## src/rtl/pipe_sched_pkg.sv

```systemverilog
// Shared definitions for the pipeline stall/flush scheduler.
package pipe_sched_pkg;

    typedef enum logic [1:0] {
        RUN         = 2'd0,
        DMEM_WAIT   = 2'd1,
        MD_WAIT     = 2'd2,
        FENCE_DRAIN = 2'd3
    } sched_state_t;

    localparam int unsigned DRAIN_CYCLES_DEF = 3;
    localparam int unsigned WAIT_TIMEOUT_DEF = 1024;

    localparam logic ENABLE  = 1'b1;
    localparam logic DISABLE = 1'b0;

endpackage

```

## src/rtl/pipe_sched_if.sv

```systemverilog
// Request inputs and stage-register controls between hazard logic and the scheduler.
interface pipe_sched_if #(
    parameter int unsigned PERF_W = 32
);
    logic              hz_stall;
    logic              hz_redirect;
    logic              fence_d;
    logic              dmem_req;
    logic              dmem_done;
    logic              md_start;
    logic              md_done;
    logic              stall_if_id;
    logic              stall_id_ex;
    logic              stall_ex_mem;
    logic              stall_mem_wb;
    logic              flush_if_id;
    logic              flush_id_ex;
    logic              flush_ex_mem;
    logic              flush_mem_wb;
    logic              busy;
    logic              timeout_err;
    logic [PERF_W-1:0] stall_cycles;

    modport master (
        output hz_stall, hz_redirect, fence_d, dmem_req, dmem_done, md_start, md_done,
        input  stall_if_id, stall_id_ex, stall_ex_mem, stall_mem_wb,
        input  flush_if_id, flush_id_ex, flush_ex_mem, flush_mem_wb,
        input  busy, timeout_err, stall_cycles
    );

    modport slave (
        input  hz_stall, hz_redirect, fence_d, dmem_req, dmem_done, md_start, md_done,
        output stall_if_id, stall_id_ex, stall_ex_mem, stall_mem_wb,
        output flush_if_id, flush_id_ex, flush_ex_mem, flush_mem_wb,
        output busy, timeout_err, stall_cycles
    );
endinterface

```

## src/rtl/pipe_sched_sat_counter.sv

```systemverilog
// Saturating up-counter with synchronous clear (clear wins over increment).
module sat_counter #(
    parameter int unsigned W = 8
) (
    input  logic         clk,
    input  logic         rst_n,
    input  logic         i_inc,
    input  logic         i_clr,
    output logic [W-1:0] o_count
);
    logic [W-1:0] r_cnt;

    always_ff @(posedge clk or negedge rst_n) begin
        if (!rst_n) begin
            r_cnt <= '0;
        end else if (i_clr) begin
            r_cnt <= '0;
        end else if (i_inc && (r_cnt != '1)) begin
            r_cnt <= r_cnt + W'(1);
        end
    end

    assign o_count = r_cnt;
endmodule

```

## src/rtl/pipe_sched.sv

```systemverilog
// Merges hazard, dmem, mul/div and fence requests into prioritised stage stalls/flushes,
// holding a redirect seen during a stall until the first unstalled RUN cycle.
module pipe_sched
    import pipe_sched_pkg::*;
#(
    parameter int unsigned DRAIN_CYCLES = DRAIN_CYCLES_DEF,
    parameter int unsigned WAIT_TIMEOUT = WAIT_TIMEOUT_DEF,
    parameter int unsigned PERF_W       = 32
) (
    input  logic       clk,
    input  logic       rst_n,
    pipe_sched_if.slave sif
);
    localparam int unsigned DW         = (DRAIN_CYCLES > 1) ? $clog2(DRAIN_CYCLES) : 1;
    localparam int unsigned DRAIN_LOAD = (DRAIN_CYCLES > 0) ? DRAIN_CYCLES - 1 : 0;
    localparam int unsigned TO_LIM     = (WAIT_TIMEOUT > 0) ? WAIT_TIMEOUT : 1;
    localparam int unsigned TW         = $clog2(TO_LIM + 1);
    localparam logic [TW-1:0] TO_LAST  = TW'(TO_LIM - 1);

    sched_state_t r_state, w_next;
    logic [DW-1:0] r_drain;
    logic          r_pend;
    logic          r_timeout_err;

    logic w_s_if, w_s_id, w_s_ex, w_s_mw;
    logic w_f_if, w_f_id, w_f_ex, w_f_mw;
    logic w_drain_load, w_drain_dec;
    logic w_waiting;
    logic [TW-1:0]     w_to_cnt;
    logic [PERF_W-1:0] w_stall_cycles;

    always_ff @(posedge clk or negedge rst_n) begin
        if (!rst_n) begin
            r_state <= RUN;
        end else begin
            r_state <= w_next;
        end
    end

    always_comb begin
        w_next       = r_state;
        w_s_if       = DISABLE;
        w_s_id       = DISABLE;
        w_s_ex       = DISABLE;
        w_s_mw       = DISABLE;
        w_f_if       = DISABLE;
        w_f_id       = DISABLE;
        w_f_ex       = DISABLE;
        w_f_mw       = DISABLE;
        w_drain_load = DISABLE;
        w_drain_dec  = DISABLE;
        unique case (r_state)
            RUN: begin
                if (sif.dmem_req && !sif.dmem_done) begin
                    {w_s_if, w_s_id, w_s_ex, w_f_mw} = '1;
                    w_next = DMEM_WAIT;
                end else if (sif.md_start && !sif.md_done) begin
                    {w_s_if, w_s_id, w_f_ex} = '1;
                    w_next = MD_WAIT;
                end else if (sif.hz_stall) begin
                    // load-use bubble: hold IF/ID, squash into ID/EX rather than holding it
                    {w_s_if, w_f_id} = '1;
                end else if (sif.fence_d && (DRAIN_CYCLES != 0)) begin
                    {w_s_if, w_f_id} = '1;
                    w_drain_load = ENABLE;
                    w_next = FENCE_DRAIN;
                end else if (sif.hz_redirect || r_pend) begin
                    w_f_if = ENABLE;
                end
            end
            DMEM_WAIT: begin
                if (sif.dmem_done) begin
                    w_next = RUN;
                end else begin
                    {w_s_if, w_s_id, w_s_ex, w_f_mw} = '1;
                end
            end
            MD_WAIT: begin
                if (sif.md_done) begin
                    w_next = RUN;
                end else begin
                    {w_s_if, w_s_id, w_f_ex} = '1;
                end
            end
            FENCE_DRAIN: begin
                if (r_drain == '0) begin
                    w_next = RUN;
                end else begin
                    {w_s_if, w_f_id} = '1;
                    w_drain_dec = ENABLE;
                end
            end
            default: w_next = RUN;
        endcase
    end

    always_ff @(posedge clk or negedge rst_n) begin
        if (!rst_n) begin
            r_drain <= '0;
        end else if (w_drain_load) begin
            r_drain <= DW'(DRAIN_LOAD);
        end else if (w_drain_dec) begin
            r_drain <= r_drain - DW'(1);
        end
    end

    // Any redirect not turned into a flush this cycle is held; the flush itself retires it.
    always_ff @(posedge clk or negedge rst_n) begin
        if (!rst_n) begin
            r_pend <= 1'b0;
        end else begin
            r_pend <= (r_pend | sif.hz_redirect) & ~w_f_if;
        end
    end

    assign w_waiting = (r_state == DMEM_WAIT) || (r_state == MD_WAIT);

    sat_counter #(.W(TW)) u_timeout_cnt (
        .clk     (clk),
        .rst_n   (rst_n),
        .i_inc   (w_waiting),
        .i_clr   (!w_waiting),
        .o_count (w_to_cnt)
    );

    always_ff @(posedge clk or negedge rst_n) begin
        if (!rst_n) begin
            r_timeout_err <= 1'b0;
        end else if (w_waiting && (w_to_cnt >= TO_LAST)) begin
            r_timeout_err <= 1'b1;
        end
    end

    sat_counter #(.W(PERF_W)) u_stall_cnt (
        .clk     (clk),
        .rst_n   (rst_n),
        .i_inc   (w_s_if),
        .i_clr   (DISABLE),
        .o_count (w_stall_cycles)
    );

    // Reset gates the controls so inputs held during reset cannot leak through.
    assign sif.stall_if_id  = w_s_if & rst_n;
    assign sif.stall_id_ex  = w_s_id & rst_n;
    assign sif.stall_ex_mem = w_s_ex & rst_n;
    assign sif.stall_mem_wb = w_s_mw & rst_n;
    assign sif.flush_if_id  = w_f_if & rst_n;
    assign sif.flush_id_ex  = w_f_id & rst_n;
    assign sif.flush_ex_mem = w_f_ex & rst_n;
    assign sif.flush_mem_wb = w_f_mw & rst_n;
    assign sif.busy         = (r_state != RUN);
    assign sif.timeout_err  = r_timeout_err;
    assign sif.stall_cycles = w_stall_cycles;
endmodule

```

## src/flat_wrapper.sv

```systemverilog
// flat-port wrapper written by rule: the top's interface ports become plain ports
module pipe_sched_flat import pipe_sched_pkg::*;
#(
    parameter int unsigned DRAIN_CYCLES = DRAIN_CYCLES_DEF,
    parameter int unsigned WAIT_TIMEOUT = WAIT_TIMEOUT_DEF,
    parameter int unsigned PERF_W       = 32
)
  (clk, rst_n, sif_hz_stall, sif_hz_redirect, sif_fence_d, sif_dmem_req, sif_dmem_done, sif_md_start, sif_md_done, sif_stall_if_id, sif_stall_id_ex, sif_stall_ex_mem, sif_stall_mem_wb, sif_flush_if_id, sif_flush_id_ex, sif_flush_ex_mem, sif_flush_mem_wb, sif_busy, sif_timeout_err, sif_stall_cycles);
  pipe_sched_if #(.PERF_W(PERF_W)) sif_i ();
  input  logic clk;
  input  logic rst_n;
  input wire logic [$bits(sif_i.hz_stall)-1:0] sif_hz_stall;
  input wire logic [$bits(sif_i.hz_redirect)-1:0] sif_hz_redirect;
  input wire logic [$bits(sif_i.fence_d)-1:0] sif_fence_d;
  input wire logic [$bits(sif_i.dmem_req)-1:0] sif_dmem_req;
  input wire logic [$bits(sif_i.dmem_done)-1:0] sif_dmem_done;
  input wire logic [$bits(sif_i.md_start)-1:0] sif_md_start;
  input wire logic [$bits(sif_i.md_done)-1:0] sif_md_done;
  output wire logic [$bits(sif_i.stall_if_id)-1:0] sif_stall_if_id;
  output wire logic [$bits(sif_i.stall_id_ex)-1:0] sif_stall_id_ex;
  output wire logic [$bits(sif_i.stall_ex_mem)-1:0] sif_stall_ex_mem;
  output wire logic [$bits(sif_i.stall_mem_wb)-1:0] sif_stall_mem_wb;
  output wire logic [$bits(sif_i.flush_if_id)-1:0] sif_flush_if_id;
  output wire logic [$bits(sif_i.flush_id_ex)-1:0] sif_flush_id_ex;
  output wire logic [$bits(sif_i.flush_ex_mem)-1:0] sif_flush_ex_mem;
  output wire logic [$bits(sif_i.flush_mem_wb)-1:0] sif_flush_mem_wb;
  output wire logic [$bits(sif_i.busy)-1:0] sif_busy;
  output wire logic [$bits(sif_i.timeout_err)-1:0] sif_timeout_err;
  output wire logic [$bits(sif_i.stall_cycles)-1:0] sif_stall_cycles;
  assign sif_i.hz_stall = sif_hz_stall;
  assign sif_i.hz_redirect = sif_hz_redirect;
  assign sif_i.fence_d = sif_fence_d;
  assign sif_i.dmem_req = sif_dmem_req;
  assign sif_i.dmem_done = sif_dmem_done;
  assign sif_i.md_start = sif_md_start;
  assign sif_i.md_done = sif_md_done;
  assign sif_stall_if_id = sif_i.stall_if_id;
  assign sif_stall_id_ex = sif_i.stall_id_ex;
  assign sif_stall_ex_mem = sif_i.stall_ex_mem;
  assign sif_stall_mem_wb = sif_i.stall_mem_wb;
  assign sif_flush_if_id = sif_i.flush_if_id;
  assign sif_flush_id_ex = sif_i.flush_id_ex;
  assign sif_flush_ex_mem = sif_i.flush_ex_mem;
  assign sif_flush_mem_wb = sif_i.flush_mem_wb;
  assign sif_busy = sif_i.busy;
  assign sif_timeout_err = sif_i.timeout_err;
  assign sif_stall_cycles = sif_i.stall_cycles;
  pipe_sched #(.DRAIN_CYCLES(DRAIN_CYCLES), .WAIT_TIMEOUT(WAIT_TIMEOUT), .PERF_W(PERF_W)) u_core (.clk(clk), .rst_n(rst_n), .sif(sif_i));
endmodule
```

## config.mk

```make
export PLATFORM = sky130hd
export DESIGN_NAME = pipe_sched_flat
export DESIGN_NICKNAME = d
export VERILOG_FILES = /design/src/rtl/pipe_sched_pkg.sv /design/src/rtl/pipe_sched_if.sv /design/src/rtl/pipe_sched_sat_counter.sv /design/src/rtl/pipe_sched.sv /design/src/flat_wrapper.sv
export SDC_FILE = /design/constraint.sdc
export NUM_CORES = 1
export LEC_CHECK = 0
export CAP_MARGIN = 10
export CELL_PAD_IN_SITES_DETAIL_PLACEMENT = 1
export CELL_PAD_IN_SITES_GLOBAL_PLACEMENT = 1
export CORE_ASPECT_RATIO = 1.4
export CORE_MARGIN = 3
export CORE_UTILIZATION = 30
export CTS_BUF_LIST = sky130_fd_sc_hd__clkbuf_2
export DETAILED_ROUTE_END_ITERATION = 12
export DONT_BUFFER_PORTS = 1
export GPL_TIMING_DRIVEN = 0
export MAX_ROUTING_LAYER = met4
export PLACE_DENSITY = 0.6
export SYNTH_ARGS = -nofsm -noshare
export SYNTH_HDL_FRONTEND = slang
export SYNTH_SLANG_ARGS = --single-unit
export TNS_END_PERCENT = 5
```

## constraint.sdc

```tcl
create_clock -name clk -period 2.1 [get_ports clk]
set_input_delay 0.42 -clock clk [delete_from_list [all_inputs] [get_ports clk]]
set_output_delay 0.42 -clock clk [all_outputs]
set_load 0.005 [all_outputs]
```

=== Word level (Yosys, flattened, before mapping) ===
Index checks and enable logic that the tools add are counted.

* Flip-flop bits (word level): 49
* Bits of input ports: 9
* Word-level logic and storage cells: 85

* Add/subtract/negate cells: 3
* $lt $le $gt $ge: 1
* Equal/unequal tests: 11
* Muxes and demuxes: 41
* Bitwise operators: 9
* Reductions and logical operators: 14

{| class="wikitable"
|+ Operator list
! operator !! number
|-
| $add A32 B1 Y32 const B || 1
|-
| $ne A32 B32 Y1 const B || 1
|-
| $mux W1 || 24
|-
| $mux W11 || 2
|-
| $mux W2 || 9
|-
| $add A11 B1 Y11 const B || 1
|-
| $ge A11 B10 Y1 const B || 1
|-
| $ne A11 B11 Y1 const B || 1
|-
| $ne A4 B2 Y1 const B || 2
|-
| $pmux W2 S4 || 1
|-
| $and A1 B1 Y1 || 7
|-
| $pmux W1 S2 || 3
|-
| $logic_and A1 B1 Y1 || 5
|-
| $reduce_and A5 Y1 || 1
|-
| $eq A2 B2 Y1 const B || 2
|-
| $logic_not A2 Y1 || 2
|-
| $ne A2 B1 Y1 const B || 2
|-
| $ne A2 B2 Y1 const B || 2
|-
| $pmux W1 S4 || 1
|-
| $reduce_bool A2 Y1 || 2
|-
| $pmux W1 S3 || 1
|-
| $eq A2 B1 Y1 const B || 1
|-
| $logic_not A1 Y1 || 2
|-
| $logic_or A1 B1 Y1 || 2
|-
| 3 further kinds || 3
|}

=== Depth between registers and ports, before layout ===
Gate-level depths: netlist (run 1).

* Depth in word-level cells: 9
* Depth in mapped cells: 8
* Gate-level depth less buffers: 7

=== Modules after synthesis ===
A second synthesis (run 1) with hierarchy kept.

* Cells, all modules: 319
* Area total of the unflattened synthesis: 2989.1 um^2

{| class="wikitable"
|+ Modules (own cells, without submodules)
! module !! times used !! cells each !! area an instance (um^2) !! sequential area each (um^2)
|-
| sat_counter at u_core.u_stall_cnt || 1 || 198 || 1854.3 || 800.8
|-
| sat_counter at u_core.u_timeout_cnt || 1 || 58 || 580.6 || 275.3
|-
| pipe_sched || 1 || 63 || 554.3 || 150.1
|}

=== Least setup slack after synthesis (run 1) ===
No wires, ideal clock.

* Kind: reg2reg
* Start: register u_core.u_stall_cnt.r_cnt[26], in the netlist u_core.u_stall_cnt.o_count[26]
* End: register u_core.u_stall_cnt.r_cnt[1], in the netlist u_core.u_stall_cnt.o_count[1]
* Library setup time: 0.125 ns
* Data arrival time: 1.984 ns
* Data required time: 1.975 ns
* Slack: -0.009 ns
* Stages on the path, launching flop included: 7
* Buffers on the path: 1
* Period minus slack after synthesis: 2.109 ns
* Cells stage by stage: dfrtp_1 > nand2_2 > or4_4 > or4_1 > buf_6 > nand2_4 > mux2_4

* Word-level cells in the longest chain between the ends: 2

{| class="wikitable"
|+ Ends and longest elaborated chain
! element !! RTL line !! text
|-
| start: declaration || pipe_sched_sat_counter.sv:11 || <nowiki>logic [W-1:0] r_cnt;</nowiki>
|-
| start signal: assignment || pipe_sched_sat_counter.sv:19 || <nowiki>r_cnt <= r_cnt + W'(1);</nowiki>
|-
| $ne A32 B32 Y1 || pipe_sched_sat_counter.sv:18 || <nowiki>end else if (i_inc && (r_cnt != '1)) begin</nowiki>
|-
| $logic_and A1 B1 Y1 || pipe_sched_sat_counter.sv:18 ||
|}

No other way between the ends.
A chain may end at the register's enable or synchronous reset.

=== Worst setup path after layout (run 1) ===
* Start: register u_core.r_state[1]
* End: output port sif_stall_if_id

* Word-level cells in the longest chain between the ends: 3

{| class="wikitable"
|+ Ends and longest elaborated chain
! element !! RTL line !! text
|-
| start: declaration || pipe_sched.sv:20 || <nowiki>sched_state_t r_state, w_next;</nowiki>
|-
| start signal: assignment || pipe_sched.sv:36 || <nowiki>r_state <= w_next;</nowiki>
|-
| $eq A2 B2 Y1, or another cell as far along || pipe_sched.sv:52 || <nowiki>unique case (r_state)</nowiki>
|-
| $pmux W1 S4 (*) || pipe_sched.sv:52 ||
|-
| $and A1 B1 Y1 (*) || pipe_sched.sv:143 || <nowiki>assign sif.stall_if_id = w_s_if & rst_n;</nowiki>
|-
| end: declaration || flat_wrapper.sv:19 || <nowiki>output wire logic [$bits(sif_i.stall_if_id)-1:0] sif_stall_if_id;</nowiki>
|}

Mark *: on every way between the ends. The rest lies on a longest branch, timed or not.

==> results.md, run 1 <==
| Result | Value | Unit |
|:---|:---|:---|
| Maximum clock insertion buffer count | 2 | - |
| Initial Util | 31.24 | % |
| Launching element type of the critical path | flip-flop | - |
| Final HPWL from detailed placement | 4756 | um |
| Detailed Route Iter0 Violations | 56 | - |
| Number of synthesized flops with an enable pin | 0 | - |
| TritonCTS clock tree | built | - |
| Arrival @ worst endpoint | 1.92 | ns |
| Number of antenna repair diodes | 0 | - |
| Global-route wire length before repair | 11460 | um |
| DRC | 0 | - |
| Final design utilization | 36.72 | % |
| Highest cell delay on the worst timing path | 0.48 | ns |
| Non-filler instance count after layout | 390 | - |
| Power density normalized to cell area | 908.3 | nW/um^2 |
| Mean post-synth cell area | 10.06 | um^2 |
| WP data required | 1.68 | ns |
| Instance count of the mapped netlist | 269 | - |
| Combined area of all synthesized cells | 2705 | um^2 |
| RSZ-0062 raised after global routing | yes | - |
| Number of I/O pins | 51 | - |
| Critical Path Sink Type | output port | - |
| Vertical die dimension | 118.4 | um |
| All-Layer GR Usage | 14.38 | % |
| Routability-driven placement congestion ratio | 0.8241 | - |
| Via count of the first global-routing pass | 2184 | - |
| VDD IR-drop max | 0.4023 | mV |
| Clock input transition at the sequential cells of the worst setup and hold paths | 0.26 | ns |
| Setup tns final | -0.8146 | ns |
| Failing checks | setup timing | - |
| Vias post-DR | 2101 | - |
| Antenna violations before repair | 0 | - |
| CTS H-tree lvls | 2 | - |
| Share of synthesized registers carrying an async set or reset | 100.0 | % |
| Final setup violation count | 7 | - |
| Area added between synthesis and finish | 17.53 | % |
| Worst slew pin tran | 0.4993 | ns |
| Area taken by multi-input logic gates | 1573 | um^2 |
| Count of antenna-violating nets left after detailed routing | 0 | - |
| Placeable core region | 8658 | um^2 |
| Max-cap violations | 0 | - |
| Static leakage | 1.257 | nW |
| Fraction of layout instances using a drive strength above 1 | 24.21 | % |
| Buffers on Ports | 0 | - |
| Tightest slew margin relative to the limit | 66.65 | % |
| Worst-path maximum fanout | 6 | - |
| Total number of yosys warnings | 0 | - |
| Filler Cells Inserted | 976 | - |
| Clock root buffer master | clkbuf_2 | - |
| Post-layout minimum cycle time | 2.335 | ns |
| Fin crit share | 111.2 | % |
| Run status | finished, violations left | - |
| Width of the die | 86.26 | um |
| Max Clk Rate | 428.2 | MHz |
| Final net count | 301 | - |
| Final Max Tran Viols | 0 | - |
| Critical path cell sequence | inv_2 -> ha_4 -> buf_6 -> nor4_4 -> nor2_4 -> and2_4 | - |
| Total CTS buffers | 5 | - |
| Total grt overflow | 0 | - |
| Slowest cell on the critical path | dfrtp_1 | - |
| Post-synthesis register bit count | 49 | - |
| Most common cell after layout, fill and taps aside | dfrtp_1 | - |
| Critical Setup Path Class | flip-flop to output port | - |
| Overall routed net length | 6954 | um |
| Top FF cell, synth | dfrtp_1 | - |
| Final setup margin | -0.2353 | ns |
| Number of sinks on the clock net | 49 | - |
| Number of placement rows | 40 | - |
| Final hold viol count | 0 | - |
| Syn nets | 286 | - |
| Most used cells in the layout excluding fill and tap cells | 38 x dfrtp_1, 36 x xnor2_1, 21 x nand4_1, 18 x nand3_1, 13 x nand2_1 | - |
| Maximum number of pins on one net before global-route repair | 50 | - |
| Kind of path behind the tightest hold check | input port to flip-flop | - |
| Overall power after layout | 2.888 | mW |
| Worst-case clock skew | 0.02624 | ns |
| Number of optimization iterations in the first detailed-route pass | 4 | - |
| FF+latch area | 1240 | um^2 |
| Die area | 10210 | um^2 |
| Avg WL per Cell | 17.83 | um |
| Portion of the post-synthesis area used by sequential elements | 45.33 | % |
| Via-per-instance ratio | 5.387 | - |
| Cell count after placement | 374 | - |
| Worst-skew pair later-pin latency | 0.47 | ns |
| Count of cell types in the netlist | 45 | - |
| Register-to-register setup slack | -0.14 | ns |
[cells by family after synthesis]
| group | Yosys count | synth area share (%) |
|---|---|---|
| muxes | 2 | 0.9249 |
| adders and majority gates | 8 | 3.700 |
| AOI/OAI and AO/OA | 27 | 6.059 |
| and+or+nand+nor | 127 | 28.45 |
| xor gates and xnor gates | 39 | 12.63 |
| DFF | 49 | 45.33 |
| buffers and inverters | 16 | 2.775 |
| other | 1 | 0.1386 |
[synth_stat cells, types with 2 or more instances]
master    number  share of area, %
nand4_1       21               4.9
nor3b_1        2              0.55
nand2b_1       5               1.2
nor2b_1        8               1.9
buf_4          2              0.55
nand3_1       19               3.5
xor2_1         3              0.97
a21oi_1        9               1.7
and4b_1        2              0.74
o21ai_0        6               1.1
nor3_1         7               1.3
xnor2_1       36                12
and3b_1        3              0.97
and4_1         5               1.6
nor4_1         3              0.69
dfrtp_1       49                45
and2_1         9               2.1
and4_2         3               1.1
nand2_1       14               1.9
and3_1        10               2.3
inv_1          6              0.83
nor2_1         6              0.83
a31oi_1        3              0.69
clkbuf_1       7              0.97
ha_1           8               3.7
a21boi_0       2              0.55
o211ai_1       3              0.83
[power by group]
group          total [mW]  internal (mW)  switching (mW)
registers            1.30           1.09           0.209
clock network       0.423         0.0794           0.344
logic                1.17          0.581           0.586
total                2.89           1.75            1.14
[state kept, by name, indices dropped and copies added (netlist names)]
signal / count
u_core.r_drain: 2
u_core.r_pend: 1
u_core.u_timeout_cnt.o_count: 11
u_core.sif.timeout_err: 1
u_core.u_stall_cnt.o_count: 32
u_core.r_state: 2
[metal layers]
layer / share of wire (%) / GRT usage, %
met1: 41 / 16.46
met5: 0 / -
met3: 4.7 / 4.254
met4: 1.6 / 4.581
met2: 53 / 23.94
[final timing paths]
path	to	cells past startpoint	from
max	sif_stall_if_id	6	u_core.r_state[1]
min	u_core.r_pend	2	sif_hz_redirect
max reg2reg	u_core.u_stall_cnt.o_count[1]	6	u_core.u_stall_cnt.o_count[22]
min reg2reg	u_core.u_stall_cnt.o_count[11]	1	u_core.u_stall_cnt.o_count[11]
max in group asynchronous	u_core.r_state[0]	2	rst_n
min in group asynchronous	u_core.u_stall_cnt.o_count[15]	2	rst_n
[critical path, delay by kind of cell, from the launching register on]
| family | cells | cell delay, ns |
|---|---|---|
| flip-flops | 1 | 0.48 |
| adder cells (fa/ha/maj) | 1 | 0.17 |
| buffers and inverters | 2 | 0.22 |
| AND/OR/NAND/NOR | 3 | 0.59 |
[through the flow]
step / hold slack (ns) / worst slack (ns) / area (um^2)
6_report: 0.1368 / -0.2353 / 3179
5_1_grt: 0.1167 / -0.3572 / 3179
4_1_cts: 0.1062 / -0.2621 / 3134
3_5_place_dp: 0.1255 / -0.3811 / 2836
3_3_place_gp: 0.1256 / -0.2806 / 2836
2_1_floorplan: 0.1244 / -0.006344 / 2705
[repair_timing]
action                                  in CTS  in global routing
resized for setup                           49                 11
hold buffers                                 2                  0
endpoints found under the setup margin      41                 43
endpoints found under the hold margin       49                  0
setup buffers                                5                  1
pin swaps                                    9                  4
[cell type report]
type                       count  share of cell area, %
sequential                    49                  39.00
inverter                       6                 0.7871
clock buffer                   5                 0.7871
multi-input combinational    204                  49.47
timing repair buffer           8                  2.715
buffer                        10                  2.401
tap                          105                  4.132
clock inverter                 3                 0.7084
No activity file was read; power rests on OpenSTA's default activity.
==> run 2: changes to the inputs <==
--- a/config.mk
+++ b/config.mk
@@ -8,7 +8,6 @@
 export CAP_MARGIN = 10
 export CELL_PAD_IN_SITES_DETAIL_PLACEMENT = 1
 export CELL_PAD_IN_SITES_GLOBAL_PLACEMENT = 1
-export CORE_ASPECT_RATIO = 1.4
 export CORE_MARGIN = 3
 export CORE_UTILIZATION = 30
 export CTS_BUF_LIST = sky130_fd_sc_hd__clkbuf_2
==> run 2 against run 1 <==
  * The run still ends with setup timing left
  * Die area decreased by 0.16%
  * Non-clock buffer count increased by 3
  * Via count about the same
  * Critical path depth unchanged
  * Critical path type is now flip-flop to flip-flop
  * Largest cell class unchanged
==> results.md, run 2 (synthesized netlist as in run 1, its figures left out) <==
| Result | Value | Unit | Change |
|:---|:---|:---|:---|
| Most common cell after layout, fill and taps aside | dfrtp_1 | - | unchanged |
| Critical path cell sequence | nand2_2 -> or4_4 -> or4_4 -> buf_6 -> nand2_4 -> mux2_4 | - | was inv_2 -> ha_4 -> buf_6 -> nor4_4 -> nor2_4 -> and2_4 |
| Arrival @ worst endpoint | 2.60 | ns | was 1.92 ns |
| TritonCTS clock tree | built | - | unchanged |
| Register-to-Register Path Depth | 6 | - | unchanged |
| Detailed Route Iter0 Violations | 44 | - | was 56 |
| End point of the critical path | u_core.u_stall_cnt.o_count[1] | - | was sif_stall_if_id |
| Failing checks | setup timing | - | unchanged |
| Avg WL per Cell | 17.90 | um | was 17.83 um |
| Number of I/O pins | 51 | - | unchanged |
| Endpoint of the worst-slack reg-to-reg timing path | u_core.u_stall_cnt.o_count[1] | - | unchanged |
| Static leakage | 1.288 | nW | was 1.257 nW |
| Vias post-DR | 2102 | - | was 2101 |
| Initial Util | 31.02 | % | was 31.24% |
| Fin crit share | 108.7 | % | was 111.2% |
| Via-per-instance ratio | 5.308 | - | was 5.387 |
| Crit path top cell by count | or4_4 | - |  |
| Fraction of layout instances using a drive strength above 1 | 26.04 | % | was 24.21% |
| Cell area after placement | 2840 | um^2 | was 2836 um^2 |
| DRC | 0 | - | unchanged |
| VDD IR-drop max | 0.3771 | mV | was 0.4023 mV |
| Worst slack at placement | -0.3347 | ns | was -0.3811 ns |
| Worst-path maximum fanout | 7 | - | was 6 |
| Area added between synthesis and finish | 20.54 | % | was 17.53% |
| Maximum number of pins on one net before global-route repair | 50 | - | unchanged |
| CTS H-tree lvls | 2 | - | unchanged |
| Overall routed net length | 7087 | um | was 6954 um |
| Launching element type of the critical path | flip-flop | - | unchanged |
| Worst-case clock skew | 0.02318 | ns | was 0.02624 ns |
| Placeable core region | 8721 | um^2 | was 8658 um^2 |
| Highest cell delay on the worst timing path | 0.60 | ns | was 0.48 ns |
| Vertical die dimension | 101.0 | um | was 118.4 um |
| Number of placement rows | 34 | - | was 40 |
| Switching part of the total power | 37.07 | % | was 39.43% |
| Startpoint of the most critical register-to-register path | u_core.u_stall_cnt.o_count[27] | - | was u_core.u_stall_cnt.o_count[22] |
| Final hold viol count | 0 | - | unchanged |
| Kind of path behind the tightest hold check | input port to flip-flop | - | unchanged |
| Worst-skew pair later-pin latency | 0.42 | ns | was 0.47 ns |
| Slowest cell on the critical path | or4_4 | - | was dfrtp_1 |
| Setup tns final | -0.7546 | ns | was -0.8146 ns |
| Relative contribution of the clock network to total power | 16.2 | % | was 14.6% |
| Worst setup path startpoint | u_core.u_stall_cnt.o_count[27] | - | was u_core.r_state[1] |
| Total CTS buffers | 5 | - | unchanged |
| Number of optimization iterations in the first detailed-route pass | 4 | - | unchanged |
| Buffers on Ports | 0 | - | unchanged |
| Register-to-register setup slack | -0.18 | ns | was -0.14 ns |
| Final net count | 304 | - | was 301 |
| Critical Path Sink Type | flip-flop | - | was output port |
| Critical Setup Path Class | flip-flop to flip-flop | - | was flip-flop to output port |
| Max-cap violations | 0 | - | unchanged |
| All-Layer GR Usage | 14.83 | % | was 14.38% |
| Combinational share of power | 41.3 | % | was 40.4% |
| Final Max Tran Viols | 0 | - | unchanged |
| Family of cells with the greatest summed delay on the critical path | simple AND/OR/NAND/NOR gates | - | unchanged |
| Total grt overflow | 0 | - | unchanged |
| Max Clk Rate | 438.2 | MHz | was 428.2 MHz |
| Count of antenna-violating nets left after detailed routing | 0 | - | unchanged |
| Most used cells in the layout excluding fill and tap cells | 38 x dfrtp_1, 36 x xnor2_1, 21 x nand4_1, 16 x nand3_1, 14 x nand2_1 | - | was 38 x dfrtp_1, 36 x xnor2_1, 21 x nand4_1, 18 x nand3_1, 13 x nand2_1 |
| Maximum clock insertion buffer count | 2 | - | unchanged |
| Run status | finished, violations left | - | unchanged |
| Antenna violations before repair | 0 | - | unchanged |
| Number of sinks on the clock net | 49 | - | unchanged |
| Post-layout minimum cycle time | 2.282 | ns | was 2.335 ns |
| Final setup violation count | 8 | - | was 7 |
| Buffers and inverters on the worst path | 1 | - | was 2 |
| Clock input transition at the sequential cells of the worst setup and hold paths | 0.24 | ns | was 0.26 ns |
| RSZ-0062 raised after global routing | yes | - | unchanged |
| Cell-internal power | 1.946 | mW | was 1.749 mW |
| Number of gates on the worst path with buffers counted | 6 | - | unchanged |
| Power density normalized to cell area | 948.2 | nW/um^2 | was 908.3 nW/um^2 |
| Final setup margin | -0.1821 | ns | was -0.2353 ns |
| Global-route wire length before repair | 11660 | um | was 11460 um |
| Number of antenna repair diodes | 0 | - | unchanged |
| Number of flip-flops in the largest register | 32 | - | unchanged |
| Final HPWL from detailed placement | 4862 | um | was 4756 um |
| Power share of the sequential group | 42.5 | % | was 44.9% |
| Routability-driven placement congestion ratio | 0.7763 | - | was 0.8241 |
| Via count of the first global-routing pass | 2177 | - | was 2184 |
| Filler Cells Inserted | 959 | - | was 976 |
| Net switching power figure | 1.146 | mW | was 1.139 mW |
| Die area | 10190 | um^2 | was 10210 um^2 |
| Width of the die | 101.0 | um | was 86.26 um |
| Clock root buffer master | clkbuf_2 | - | unchanged |
| WP data required | 2.42 | ns | was 1.68 ns |
| Final cell area excluding filler cells | 3261 | um^2 | was 3179 um^2 |
-- run 2: layout make-up --
cell class / instances / area (um^2) / share of cell area (%)
buffer: 10 / 72.57 / 2.226
clock inverter: 2 / 33.78 / 1.036
clock buffer: 6 / 30.03 / 0.9210
inverter: 6 / 27.53 / 0.8442
multi-input combinational: 204 / 1609 / 49.35
tap: 108 / 135.1 / 4.144
timing repair buffer: 11 / 112.6 / 3.454
sequential: 49 / 1240 / 38.03
-- run 2: how the worst min path moves through the flow --
stage,startpoint,end,cells past startpoint
CTS,sif_hz_redirect,u_core.r_pend,2
global route,sif_hz_redirect,u_core.r_pend,2
detailed placement,rst_n,u_core.u_stall_cnt.o_count[17],0
floorplan,rst_n,u_core.r_drain[0],0
global placement,rst_n,u_core.u_stall_cnt.o_count[17],0
finish,sif_hz_redirect,u_core.r_pend,2
-- run 2: what timing repair did --
item / in CTS / in global routing
hold buffers: 2 / 0
endpoints found under the hold margin: 49 / 0
resized for setup: 46 / 25
setup buffers: 8 / 1
pin swaps: 8 / 12
endpoints found under the setup margin: 43 / 44
-- run 2: stage by stage --
step	hold WS, ns	total power, mW	utilization (%)	std cells
3_5_place_dp	0.1254	2.143	32.57	377
2_1_floorplan	0.1244	1.894	-	269
4_1_cts	0.1371	3.006	36.26	395
5_1_grt	0.1246	3.341	37.39	396
6_report	0.1683	3.092	37.39	396
3_3_place_gp	0.1254	2.101	32.57	377
-- run 2: power groups by stage --
stage	registers [mW]	clock network [mW]	logic, mW
finish	1.31	0.501	1.28
global route	1.34	0.580	1.42
CTS	1.29	0.539	1.18
detailed placement	1.29	0	0.857
global placement	1.28	0	0.824
floorplan	1.22	0	0.670
-- run 2: routing by layer --
metal | global-route usage (%) | share of wire [%] | vias up
met1 | 19.04 | 47 | 1065
met2 | 23.85 | 49 | 34
met3 | 3.737 | 3.9 | 2
met5 | - | 0 | -
met4 | 2.965 | 0.13 | 0
li1 | - | - | 1001
